===== src/rtl/decoder_skid_2to4_if.sv =====
// rtl/decoder_skid_2to4_if.sv - handshake and status bundle for the 2-to-4 decoder skid buffer
interface decoder_skid_2to4_if #(
   parameter int CNT_W = 8
);
   logic [1:0]       in_code;
   logic             in_valid;
   logic             in_ready;
   logic [3:0]       out_onehot;
   logic             out_valid;
   logic             out_ready;
   logic [CNT_W-1:0] dec_count;
   logic [1:0]       occupancy;

   modport slave (
      input  in_code, in_valid, out_ready,
      output in_ready, out_onehot, out_valid, dec_count, occupancy
   );

   modport master (
      output in_code, in_valid, out_ready,
      input  in_ready, out_onehot, out_valid, dec_count, occupancy
   );
endinterface


===== src/rtl/decoder_skid_2to4.sv =====
// rtl/decoder_skid_2to4.sv - 2-to-4 one-hot decoder feeding a registered 2-entry FIFO
module decoder_skid_2to4 #(
   parameter int CNT_W = 8
) (
   input logic                 clk,
   input logic                 rst,
   decoder_skid_2to4_if.slave  bus
);
   typedef enum logic [1:0] {
      EMPTY = 2'd0,
      ONE   = 2'd1,
      FULL  = 2'd2
   } state_t;

   state_t           state_q, state_d;
   logic [3:0]       head_q, head_d;
   logic [3:0]       tail_q, tail_d;
   logic             in_ready_q, in_ready_d;
   logic [CNT_W-1:0] count_q, count_d;
   logic [3:0]       dec_word;
   logic             push, pop;

   always_ff @(posedge clk) begin
      if (rst) begin
         state_q    <= EMPTY;
         head_q     <= 4'b0000;
         tail_q     <= 4'b0000;
         in_ready_q <= 1'b0;
         count_q    <= '0;
      end else begin
         state_q    <= state_d;
         head_q     <= head_d;
         tail_q     <= tail_d;
         in_ready_q <= in_ready_d;
         count_q    <= count_d;
      end
   end

   // in_ready_q is low in FULL, so a push can never reach a full buffer
   always_comb begin
      dec_word   = 4'b0001 << bus.in_code;
      push       = bus.in_valid && in_ready_q;
      pop        = (state_q != EMPTY) && bus.out_ready;
      state_d    = state_q;
      head_d     = head_q;
      tail_d     = tail_q;
      count_d    = count_q;
      case (state_q)
         EMPTY: begin
            if (push) begin
               state_d = ONE;
               head_d  = dec_word;
            end
         end
         ONE: begin
            if (push && pop) begin
               head_d  = dec_word;
            end else if (push) begin
               state_d = FULL;
               tail_d  = dec_word;
            end else if (pop) begin
               state_d = EMPTY;
               head_d  = 4'b0000;
            end
         end
         FULL: begin
            if (pop) begin
               state_d = ONE;
               head_d  = tail_q;
            end
         end
         default: begin
            state_d = EMPTY;
            head_d  = 4'b0000;
         end
      endcase
      if (pop) begin
         count_d = count_q + CNT_W'(1);
      end
      in_ready_d = (state_d != FULL);
   end

   // head_q is cleared whenever the buffer drains, so it doubles as the zeroed idle output
   always_comb begin
      bus.out_onehot = head_q;
      bus.out_valid  = (state_q != EMPTY);
      bus.in_ready   = in_ready_q;
      bus.dec_count  = count_q;
      case (state_q)
         ONE:     bus.occupancy = 2'd1;
         FULL:    bus.occupancy = 2'd2;
         default: bus.occupancy = 2'd0;
      endcase
   end
endmodule

===== src/flat_wrapper.sv =====
// flat-port wrapper written by rule: the top's interface ports become plain ports
module decoder_skid_2to4_flat 
#(
   parameter int CNT_W = 8
)
  (clk, rst, bus_in_code, bus_in_valid, bus_out_ready, bus_in_ready, bus_out_onehot, bus_out_valid, bus_dec_count, bus_occupancy);
  decoder_skid_2to4_if #(.CNT_W(CNT_W)) bus_i ();
  input logic clk;
  input logic rst;
  input wire logic [$bits(bus_i.in_code)-1:0] bus_in_code;
  input wire logic [$bits(bus_i.in_valid)-1:0] bus_in_valid;
  input wire logic [$bits(bus_i.out_ready)-1:0] bus_out_ready;
  output wire logic [$bits(bus_i.in_ready)-1:0] bus_in_ready;
  output wire logic [$bits(bus_i.out_onehot)-1:0] bus_out_onehot;
  output wire logic [$bits(bus_i.out_valid)-1:0] bus_out_valid;
  output wire logic [$bits(bus_i.dec_count)-1:0] bus_dec_count;
  output wire logic [$bits(bus_i.occupancy)-1:0] bus_occupancy;
  assign bus_i.in_code = bus_in_code;
  assign bus_i.in_valid = bus_in_valid;
  assign bus_i.out_ready = bus_out_ready;
  assign bus_in_ready = bus_i.in_ready;
  assign bus_out_onehot = bus_i.out_onehot;
  assign bus_out_valid = bus_i.out_valid;
  assign bus_dec_count = bus_i.dec_count;
  assign bus_occupancy = bus_i.occupancy;
  decoder_skid_2to4 #(.CNT_W(CNT_W)) u_core (.clk(clk), .rst(rst), .bus(bus_i));
endmodule

===== config.mk =====
export PLATFORM = sky130hd
export DESIGN_NAME = decoder_skid_2to4_flat
export DESIGN_NICKNAME = d
export VERILOG_FILES = /design/src/rtl/decoder_skid_2to4_if.sv /design/src/rtl/decoder_skid_2to4.sv /design/src/flat_wrapper.sv
export SDC_FILE = /design/constraint.sdc
export NUM_CORES = 1
export LEC_CHECK = 0
export BUFFER_PORTS_ARGS = -buffer_cell sky130_fd_sc_hd__buf_2
export CORE_MARGIN = 2
export CORE_UTILIZATION = 45
export DETAILED_ROUTE_END_ITERATION = 8
export PLACE_DENSITY = 0.69
export SLEW_MARGIN = 20
export SYNTH_ARGS = -nofsm -noshare
export SYNTH_HDL_FRONTEND = slang
export SYNTH_SLANG_ARGS = --single-unit

===== constraint.sdc =====
create_clock -name clk -period 2.2 [get_ports clk]
set_input_delay 0.44 -clock clk [delete_from_list [all_inputs] [get_ports clk]]
set_output_delay 0.44 -clock clk [all_outputs]
set_load 0.01 [all_outputs]

==> results_dict.tcl, run 1 <==
set metrics [dict create \
    whs_path_depth 3 \
    maxSlewViolCount 0 \
    port_buffers 21 \
    antenna_found_initial 0 \
    yosysWarnings 0 \
    ant_nets 0 \
    grt_pass1_wl_um 2610 \
    die_y_um 48.0 \
    r2r_cells 4 \
    grt_setup_unrepaired "false" \
    die_x_um 48.0 \
    syn_nets 102 \
    power_frac_comb_pct 10.9 \
    p_seq_share_pct 60.6 \
    power_switching_uw 143 \
    tns_ns 0 \
    skew_ns 0.00268 \
    htree_levels 1 \
    cts_buffer_depth 2 \
    synthFlopType "dfxtp_1" \
    sw_frac_of_total_pct 24.2 \
    status "complete, no violations" \
    p_int_uw 448 \
    cts_setup_buffers 0 \
    num_antenna_cells 0 \
    hold_viol 0 \
    rows 15 \
    grt_max_degree 21 \
    syn-cell-area_um2 870 \
    ys_seq_area_share_pct 43.7 \
    yosys-top-cells-count "dfxtp_1, nor2_1, nand2_1" \
    clockPowerShare_pct 28.6 \
    synthArstFlopShare_pct 0 \
    clockRootBuffer "clkbuf_4" \
    cts_sinks 19 \
    die_area_mm2 0.00230 \
    fin_crit_ns 1.60 \
    cts_resized 0 \
    final_net_count 124 \
    tritoncts "built" \
    yosys.area.top_type_share_pct 43.7 \
    drive_gt1_share_pct 25.0 \
    ir_drop_uv 416 \
    slew_headroom_pct 70.7 \
    setup_slack_ns 0.604 \
    gp_congestion 0.722 \
    worstMarginPinSlew_ns 0.437 \
    required_ns 1.76 \
    postCtsHoldBufs 0 \
    drt_wl_total_um 1690 \
    clk-insertion-delay-late_ns 0.28 \
    period_share_pct 72.5 \
    holdWs_ns 0.436 \
    dp_hpwl_um 1250 \
    pre_cts_ws_ns 0.747 \
    power_uw 591 \
    hp-class "in -> reg" \
    firstDrtPassIters 4 \
    finalSetupViolCount 0 \
    synth_edf_count 0 \
    yosysTopAreaCell "dfxtp_1" \
    area_delta_synth_final_pct 15.7 \
    wl_per_cell_um 12.0 \
    cp_data_arrival_time_ns 1.16 \
    fin_util_pct 57.0 \
    fmax_mhz 627 \
    cts.reportedPaths.clkPinSlew_ns 0.10 \
    first_iter_violations 14 \
    synth_most_common_cell "dfxtp_1" \
    p_leak_uw 0.000404 \
    drv_cap 0 \
    p_per_area_mw_per_mm2 588 \
    grt_pass1_vias 592 \
    grtUsageTotal_pct 16.2 \
    numCtsBuffers 3 \
    critical_path.max_fanout 10 \
    core_region_area_mm2 0.00176 \
    vias 720 \
    grt_remaining_overflow 0 \
    synthTopCellsByArea "dfxtp_1, nor2_1, mux2i_1" \
    drc 0 \
    ys_ff_latch 19 \
    drt-vias-per-instance 5.11 \
    cp-start-kind "flop" \
    yosys.cell_types.count 32 \
    syn_area_per_cell_um2 9.15 \
    critical_path_class "reg -> out" \
    netlist_instances 95 \
    start_util_pct 49.3 \
    num_io_pins 22 \
    crit_path_end_kind "primary output" \
]
[critical path, cell delays in order, from the launching register on]
cell	delay, ns
dfxtp_1	0.53
nand2b_1	0.12
inv_1	0.10
buf_2	0.13
[cell usage in the layout (no fill, tap or decap)]
cell       instances
a21oi_1            4
a21oi_2            1
a22oi_1            3
a32oi_1            1
and2_1             1
buf_2             21
clkbuf_1           1
clkbuf_4           3
dfxtp_1           19
ha_1               1
inv_1              2
mux2i_1            4
nand2_1            7
nand2b_1           2
nand3_1            3
nand4_1            1
nand4b_1           1
nor2_1            12
nor2_4             1
nor2b_1            5
nor3_1             3
nor4_2             1
o21a_1             2
o21ai_0            2
o21ai_2            1
o21bai_1           1
o22a_1             1
o2bb2ai_1          4
or2_4              1
or3_1              1
xnor2_1            4
xor2_1             2
[registers in the layout (all words and copies together) (netlist names)]
name / cells
u_core.bus.in_ready: 1
u_core.state_q: 2
u_core.bus.out_onehot: 4
u_core.bus.dec_count: 8
u_core.tail_q: 4
[area by class of cell]
| type | count | area [µm²] |
|---|---|---|
| clock buffers | 4 | 26.3 |
| multi-input cells | 70 | 455 |
| repair buffers | 21 | 105 |
| flip-flops and latches | 19 | 380 |
| inverters | 2 | 7.51 |
| fillers | 178 | 758 |
| well taps | 25 | 31.3 |
[power by group through the flow]
stage	combinational [µW]	sequential, µW	clock [µW]
CTS	64.4	358	175
global route	70.7	360	194
detailed placement	64.2	366	0
global placement	62.7	366	0
finish	64.2	358	169
floorplan	42.8	367	0
[final timing paths]
check                                               from                  endpoint  slack (ns)
worst max register to register         u_core.state_q[1]  u_core.bus.out_onehot[1]        0.87
worst min register to register  u_core.bus.out_onehot[2]  u_core.bus.out_onehot[2]        0.47
worst max-delay path                   u_core.state_q[1]          bus_occupancy[1]        0.60
worst min-delay path                      bus_in_code[0]          u_core.tail_q[3]        0.44
[logic make-up (layout without fill, tap and decap cells)]
group	after synthesis	count (layout)	share of synthesized area [%]
AO/OA/AOI/OAI	20	20	16.7
XOR/XNOR	6	6	6.04
adder cells (fa/ha/maj)	1	1	1.44
buffers and inverters	6	27	3.89
flip-flops	19	19	43.7
multiplexers	4	4	4.60
AND/OR/NAND/NOR	39	39	23.6
[metrics by stage]
| stage | cell area [µm²] | std cells |
|---|---|---|
| finish | 1010 | 141 |
| global route | 1010 | 141 |
| CTS | 1010 | 141 |
| detailed placement | 980 | 137 |
| global placement | 980 | 137 |
| floorplan | 870 | 95 |
[layer usage]
metal	wire (µm)	share of wire (%)	track usage (%)
met1	858	51	23.3
met2	759	45	23.5
met3	56	3.3	4.53
met4	13	0.77	4.86
met5	0	0	0
(Power assumes the default switching activity.)
==> run 2: changes to the inputs <==
--- a/config.mk
+++ b/config.mk
@@ -9,7 +9,7 @@
 export CORE_MARGIN = 2
 export CORE_UTILIZATION = 45
 export DETAILED_ROUTE_END_ITERATION = 8
-export PLACE_DENSITY = 0.69
+export PLACE_DENSITY = 0.72
 export SLEW_MARGIN = 20
 export SYNTH_ARGS = -nofsm -noshare
 export SYNTH_HDL_FRONTEND = slang
==> constraint.sdc (replaced) <==
create_clock -name clk -period 1.29 [get_ports clk]
set_input_delay 0.258 -clock clk [delete_from_list [all_inputs] [get_ports clk]]
set_output_delay 0.258 -clock clk [all_outputs]
set_load 0.01 [all_outputs]
==> run 2 against run 1 <==
Net effect: the flow now finishes with violations (setup timing); cell count rose by 5.0%; core utilization rose by 4.6 points; sequential share of layout area fell by 2.1 points; routed wire length rose by 5.2%; clock skew barely moved; count of clock-buffer cells in the layout did not move; global-route usage rose by 0.55 points; sequential cell count did not move; critical endpoint is now bus_out_valid; largest cell class unchanged; largest power group unchanged.
==> results_dict.tcl, run 2 (synthesis gave the netlist of run 1 again) <==
set metrics [dict create \
    status "finished, violations left" \
    failed_checks "setup timing" \
    grtUsageTotal_pct 16.7 \
    grt_pass1_vias 616 \
    largest_reg_flops 8 \
    grt_max_degree 20 \
    die_y_um 48.0 \
    start_util_pct 49.3 \
    tritoncts "built" \
    rows 15 \
    layout_commonest_cell "buf_2" \
    core_region_area_mm2 0.00176 \
    drc 0 \
    critical_path.max_fanout 6 \
    num_antenna_cells 0 \
    fin_crit_ns 1.29 \
    postCtsHoldBufs 0 \
    grt_remaining_overflow 0 \
    numCtsBuffers 3 \
    die_area_mm2 0.00230 \
    clockRootBuffer "clkbuf_4" \
    antenna_found_initial 0 \
    grt_pass1_wl_um 2630 \
    wl_per_cell_um 12.0 \
    period_share_pct 100 \
    holdWs_ns 0.248 \
    hp-class "in -> reg" \
    dp_hpwl_um 1260 \
    p_per_area_mw_per_mm2 955 \
    clk-insertion-delay-late_ns 0.30 \
    port_buffers 21 \
    htree_levels 1 \
    skew_ns 0.00312 \
    area_delta_synth_final_pct 25.0 \
    firstDrtPassIters 4 \
    crit_path_end_kind "primary output" \
    p_leak_uw 0.000442 \
    cp_data_arrival_time_ns 1.04 \
    required_ns 1.03 \
    cp-start-kind "flop" \
    vias 757 \
    most-common-layout-cells "buf_2, dfxtp_1, nor2_1, nand2_1, buf_4" \
    num_io_pins 22 \
    gp_congestion 0.774 \
    ir_drop_uv 748 \
    critical_path_class "reg -> out" \
    setup_slack_ns -0.00494 \
    drv_cap 0 \
    ant_nets 0 \
    die_x_um 48.0 \
    cts_buffer_depth 2 \
    finalSetupViolCount 1 \
    drt-vias-per-instance 5.11 \
    grt_setup_unrepaired "true" \
    tns_ns -0.00494 \
    drt_wl_total_um 1780 \
    hold_viol 0 \
    final_net_count 131 \
    maxSlewViolCount 0 \
    worstMarginPinSlew_ns 0.233 \
    drive_gt1_share_pct 33.3 \
    cts_sinks 19 \
    fmax_mhz 772 \
    first_iter_violations 12 \
    cts.reportedPaths.clkPinSlew_ns 0.10 \
    slew_headroom_pct 84.3 \
]
run 2: worst max-delay path, cell delays in order (launching register included):
cell and delay [ns]:
dfxtp_4 0.37, or2_4 0.25, buf_6 0.12
run 2: area by class of cell:
type / count / area (µm²)
clock buffers: 4 / 26.3
flip-flops and latches: 19 / 388
inverters: 2 / 7.51
fillers: 173 / 677
repair buffers: 28 / 164
multi-input cells: 70 / 470
well taps: 25 / 31.3
run 2: where the power goes:
part | leakage [µW] | total, µW | switching (µW) | internal [µW]
clock network | 0.0000150 | 298 | 177 | 121
logic | 0.000271 | 133 | 70.0 | 63.2
registers | 0.000155 | 607 | 11.1 | 596
run 2: metal layers:
layer	vias to the layer above	part of all wire (%)	routed length (µm)	GRT usage, %
met5	-	0	0	0
met4	0	3.1	55	9.73
met3	7	5.0	89	4.53
met2	22	43	757	21.6
met1	338	49	872	24.5
li1	390	-	-	-
run 2: path summary, 6_finish.rpt:
kind | from | to | slack [ns] | depth (start not counted)
worst max-delay path | u_core.state_q[1] | bus_out_valid | -0.005 | 2
worst min-delay path | bus_in_code[0] | u_core.tail_q[3] | 0.25 | 3
worst max register to register | u_core.state_q[1] | u_core.tail_q[2] | 0.07 | 4
worst min register to register | u_core.bus.out_onehot[1] | u_core.bus.out_onehot[1] | 0.47 | 1
run 2: what timing repair did:
action                                 CTS  global route
endpoints found under the hold margin    0             0
pin swaps                                1             1
setup buffers                            2             0
resized for setup                        7             2
setup endpoints to repair                4             6
run 2: stage by stage:
step	instance area, µm²	std cells	utilization [%]	worst slack [ns]	power (µW)
floorplan	870	95	-	0.100	699
global placement	1020	142	57.7	0.0417	741
detailed placement	1020	142	57.7	0.00826	743
CTS	1070	148	60.9	-0.0101	1040
global route	1090	148	61.6	-0.0359	1080
finish	1090	148	61.6	-0.00494	1040
